**src/rtl/grf_wb_arbiter.sv**
```systemverilog
// Round-robin write-back arbiter for the single GRF write port, plus a
// per-register outstanding-write scoreboard feeding decode RAW stall checks.

module grf_sb_cnt (
  input  logic       clk,
  input  logic       rst_n,
  input  logic       inc,
  input  logic       dec,
  output logic [1:0] cnt,
  output logic       uflow
);
  // inc is already gated by the saturation stall, so it never fires at 3
  assign uflow = dec & ~inc & (cnt == 2'd0);

  always_ff @(posedge clk or negedge rst_n) begin
    if (!rst_n)                          cnt <= '0;
    else if (inc & ~dec)                 cnt <= cnt + 2'd1;
    else if (dec & ~inc & (cnt != 2'd0)) cnt <= cnt - 2'd1;
  end
endmodule

module grf_wb_arbiter #(
  parameter int DW = 32
) (
  input  logic              clk,
  input  logic              rst_n,
  input  logic [2:0]        req_valid,
  output logic [2:0]        req_ready,
  input  logic [14:0]       req_addr,
  input  logic [3*DW-1:0]   req_data,
  input  logic [3*DW-1:0]   req_pc,
  input  logic              iss_valid,
  input  logic [4:0]        iss_addr,
  output logic              iss_stall,
  input  logic [4:0]        chk_a1,
  input  logic [4:0]        chk_a2,
  output logic              busy_a1,
  output logic              busy_a2,
  output logic              RegWr,
  output logic [4:0]        A3,
  output logic [DW-1:0]     res,
  output logic [DW-1:0]     WPC,
  output logic              sb_err
);
  localparam int NSRC = 3;
  localparam int NREG = 32;

  typedef struct packed {
    logic [4:0]    addr;
    logic [DW-1:0] data;
    logic [DW-1:0] pc;
  } wb_req_t;

  wb_req_t [NSRC-1:0] req;
  wb_req_t            win;
  logic [1:0]         ptr;
  logic [1:0]         gidx;
  logic               xfer;

  for (genvar gi = 0; gi < NSRC; gi++) begin : g_req
    assign req[gi] = '{addr: req_addr[5*gi +: 5],
                       data: req_data[DW*gi +: DW],
                       pc:   req_pc[DW*gi +: DW]};
  end

  // Search ptr, ptr+1, ptr+2 (mod 3); the first valid source wins.
  always_comb begin
    int s;
    xfer = 1'b0;
    gidx = 2'd0;
    s    = 0;
    for (int k = 0; k < NSRC; k++) begin
      s = int'(ptr) + k;
      if (s >= NSRC) s = s - NSRC;
      if (!xfer && req_valid[s]) begin
        xfer = 1'b1;
        gidx = 2'(s);
      end
    end
  end

  assign req_ready = xfer ? (3'b001 << gidx) : 3'b000;
  assign win       = req[gidx];

  always_ff @(posedge clk or negedge rst_n) begin
    if (!rst_n) begin
      ptr   <= 2'd0;
      RegWr <= 1'b0;
      A3    <= '0;
      res   <= '0;
      WPC   <= '0;
    end else if (xfer) begin
      ptr   <= (gidx == 2'd2) ? 2'd0 : gidx + 2'd1;
      RegWr <= (win.addr != 5'd0);
      A3    <= win.addr;
      res   <= win.data;
      WPC   <= win.pc;
    end else begin
      RegWr <= 1'b0;
    end
  end

  logic [NREG-1:0][1:0] cnt;
  logic [NREG-1:0]      inc;
  logic [NREG-1:0]      dec;
  logic [NREG-1:0]      uflow;
  logic                 iss_fire;

  assign iss_stall = iss_valid & (iss_addr != 5'd0) & (cnt[iss_addr] == 2'd3);
  assign iss_fire  = iss_valid & ~iss_stall & (iss_addr != 5'd0);

  // r0 is hardwired and never tracked
  assign cnt[0]   = 2'd0;
  assign inc[0]   = 1'b0;
  assign dec[0]   = 1'b0;
  assign uflow[0] = 1'b0;

  for (genvar gr = 1; gr < NREG; gr++) begin : g_sb
    assign inc[gr] = iss_fire & (iss_addr == 5'(gr));
    assign dec[gr] = xfer & (win.addr == 5'(gr));
    grf_sb_cnt u_cnt (
      .clk   (clk),
      .rst_n (rst_n),
      .inc   (inc[gr]),
      .dec   (dec[gr]),
      .cnt   (cnt[gr]),
      .uflow (uflow[gr])
    );
  end

  always_ff @(posedge clk or negedge rst_n) begin
    if (!rst_n)      sb_err <= 1'b0;
    else if (|uflow) sb_err <= 1'b1;
  end

  // The RegWr/A3 term covers the cycle between acceptance and the GRF commit.
  assign busy_a1 = (chk_a1 != 5'd0) & ((cnt[chk_a1] != 2'd0) | (RegWr & (A3 == chk_a1)));
  assign busy_a2 = (chk_a2 != 5'd0) & ((cnt[chk_a2] != 2'd0) | (RegWr & (A3 == chk_a2)));
endmodule

```
**config.mk**
```make
export PLATFORM = sky130hd
export DESIGN_NAME = grf_wb_arbiter
export DESIGN_NICKNAME = d
export VERILOG_FILES = /design/src/rtl/grf_wb_arbiter.sv
export SDC_FILE = /design/constraint.sdc
export NUM_CORES = 1
export LEC_CHECK = 0
export CAP_MARGIN = 30
export CORE_UTILIZATION = 43
export DETAILED_ROUTE_END_ITERATION = 16
export PLACE_DENSITY_LB_ADDON = 0.08
export SYNTH_ARGS = -nofsm -noshare
export SYNTH_HDL_FRONTEND = slang
export SYNTH_SLANG_ARGS = --single-unit
```
**constraint.sdc**
```tcl
create_clock -name clk -period 3.25 [get_ports clk]
set_clock_uncertainty 0.2 [all_clocks]
set_input_delay 0.4875 -clock clk [delete_from_list [all_inputs] [get_ports clk]]
set_output_delay 0.4875 -clock clk [all_outputs]
set_load 0.05 [all_outputs]
```
==> impl_results.md <==
- Io pins: 305
- Num Clock Sinks: 135
- Antenna violations before repair: 10
- Vias in the first global route: 11000
- Synth warnings: 0
- Clk root buf: clkbuf_16
- Pwr per Cell Area: 1170 nW/um2
- Pins Over Slew Limit: 0
- Final period demand of the worst path: 3.68 ns
- Post-synth cell types: 80
- Critical Path Source Type: flip-flop
- CP max FO: 12
- Post-DRT Antenna Nets: 0
- CP top delay family: buffers and inverters
- Synthesized Nets: 1434
- Number of max-cap violations: 0
- R2R Setup Slk: -0.43 ns
- First-pass GRT wire length: 62.2 mm
- CTS tree: built
- Drt wl/cell: 21.9 um
- Endpoint class of the critical path: flip-flop
- CP required: 3.33 ns
- Gpl congestion: 0.971
- WL final: 43.9 mm
- H-Tree Depth: 4
- Pre-antenna DRT Iters: 5
- Residual DRC: 0
- VDD IR-drop max: 0.828 mV
- Placed insts: 1903
- Layout cells sized above 1: 29.0%
- Critical path's largest stage delay: 0.43 ns
- Row Count: 54
- Clock buffer depth: 2
- Outcome: finished, violations left
- Layout Cells excl Fill: 2006
- Vias: 11800
- Failing checks: negative setup slack
- CP max stage cell: nor4_1
- Area of the die: 22700 um2
- Largest net degree at the start of global routing: 85
- GRT overflow: 0
- Top FF cell, synth: dfrtp_1
- Crit Path Class: reg -> reg
- Fmax: 0.271 GHz
- Post-synthesis sequential area ratio: 35.5%
- Horiz. Die Dim: 151 um
- Syn Area/Cell: 7.92 um2
- Final Util: 76.4%
- Hold violation count in the final report: 0
- Clock-pin slew on the worst setup and hold paths: 0.07 ns
- Clock Latency Late Sink: 0.43 ns
- Top cells by area, synth: dfrtp_1 (35%), nand2_1 (8.9%), o21ai_0 (8.5%)
- DP HPWL: 31.0 mm
- Worst path arrival time: 3.76 ns
- Relative slew slack: 54.3%
- Register bit total from synthesis: 135
- EDFF count, synth: 0
- Fill count: 1589
- Cts bufs inserted: 17
- Slack of the critical path: -0.435 ns
- Final setup violation count: 52
- Via density: 5.90
- Period utilisation layout: 113%
- Total GRT Usage: 36.8%
- Initial core utilization: 43.8%
- Mapped cell area: 9520 um2
- Hold Crit Class: reg -> reg
- Worst path cell trace: inv_2, ha_4, mux2i_2, buf_4, nor3b_4, buf_6, o31ai_4, buf_6, buf_4, a311oi_4, buf_4, nor2_1, buf_6, o2111ai_1, o21ai_0, nor4_1, nand4_1
- Top cell type's share of synthesized area: 35.5%
- Gate Count Post-Synth: 1202
- Area growth from synthesis to layout: 74.5%
- Synth async-reset ratio: 100%
- IO buf count: 304
- Die Y: 151 um
- Fin nets: 1935
- Synth area leader: dfrtp_1
- Core Area: 21800 um2
- RSZ-0062 raised after global routing: yes
- Pleak: 0.00694 uW
- Worst-Margin Slew: 0.683 ns
- DRT iter0 DRCs: 947
- CP Buf/Inv Count: 7
area by class of cell:
type	instances	area (um2)	area share [%]
tap	280	350	2.11
inverter	41	156	0.941
antenna	10	25.0	0.151
multi-input combinational	953	6640	40.0
clock buffer	17	425	2.56
sequential	135	3380	20.3
timing repair buffer	555	5450	32.8
clock inverter	15	190	1.14
worst min-delay path, delay by kind of cell, from the launching register on:
| kind | cells | cell delay [ns] |
|---|---|---|
| AO/OA/AOI/OAI | 1 | 0.06 |
| flip-flops | 1 | 0.34 |
| AND/OR/NAND/NOR | 1 | 0.05 |
power by group:
part           switching [uW]  internal [uW]  total, uW
combinational            8180           5990      14200
clock                     869           1230       2100
sequential                752           2500       3260
repair_timing:
item                                    4_1_cts  5_1_grt
setup buffers                                23       39
cloned                                        2        2
hold endpoints to repair                     65        0
hold buffers                                  1        0
pin swaps                                    31       56
gates resized for setup                     116      225
endpoints found under the setup margin       66       71
flip-flops by register name, indices dropped and copies added (netlist names):
| register | flops |
|---|---|
| res | 32 |
| ptr | 2 |
| RegWr | 1 |
| WPC | 32 |
| sb_err | 1 |
| A3 | 5 |
| g_sb.u_cnt.cnt | 62 |
path summary, 6_finish.rpt:
kind | from | end | cells past startpoint
max in group asynchronous | rst_n | g_sb[27].u_cnt.cnt[1] | 3
worst max-delay path | ptr[1] | sb_err | 17
worst min register to register | res[14] | res[14] | 2
worst max register to register | ptr[1] | sb_err | 17
worst min-delay path | res[14] | res[14] | 2
min in group asynchronous | rst_n | g_sb[8].u_cnt.cnt[0] | 2
placed cells by master, fill, tap and decap left out, types with 6 or more instances in the layout:
master	count
a211oi_4	11
a21oi_1	135
a21oi_2	15
a22oi_1	21
a31oi_4	6
buf_12	15
buf_4	177
buf_6	56
clkbuf_16	18
clkdlybuf4s50_1	290
dfrtp_1	134
diode_2	10
inv_1	36
mux2i_1	12
mux4_2	27
nand2_1	218
nand2_2	7
nand2b_1	8
nand3_1	14
nand3b_1	10
nand4_1	9
nor2_1	79
nor2_2	9
nor2_4	8
nor2b_1	6
nor3_1	7
o211a_1	6
o211ai_1	9
o21ai_0	95
o21ai_1	55
o21ai_2	17
o22ai_1	6
or2_2	6
xor2_1	7
metal layers:
layer  part of all wire, %  GRT usage, %
met4                   5.2          19.3
met2                    50          62.0
met1                    36          44.4
met3                   8.1          7.41
met5                     0             0
logic make-up after synthesis:
family	synth area share, %
and+or+nand+nor	21.4
xor gates and xnor gates	0.828
adders and majority gates	0.526
AOI/OAI and AO/OA	27.8
buffers and inverters	5.12
muxes	8.79
DFF	35.5
per-stage QoR:
step / hold slack (ns) / power [uW] / area [um2] / setup slack (ns) / setup TNS (ns)
4_1_cts: 0.283 / 17400 / 15500 / -0.245 / -5.36
5_1_grt: 0.301 / 20500 / 16600 / -0.537 / -13.88
3_3_place_gp: 0.261 / 14000 / 14200 / -0.677 / -33.21
2_1_floorplan: -0.00809 / 9820 / 9540 / 0.00797 / 0
3_5_place_dp: 0.269 / 14200 / 14200 / -0.578 / -28.23
6_report: 0.277 / 19500 / 16600 / -0.435 / -6.27
cell usage after synthesis (all sizes together) (10+ instances only):
cell type / count
mux2i: 15
clkbuf: 48
a211oi: 15
o211ai: 10
a21oi: 154
nor2b: 10
nor3: 13
buf: 26
mux4: 27
nand2: 229
nand3: 20
nor2: 96
nand3b: 10
and3: 10
dfrtp: 135
a22oi: 21
o211a: 10
inv: 41
o21ai: 168
Note: power is estimated with default switching activity, not from simulation.
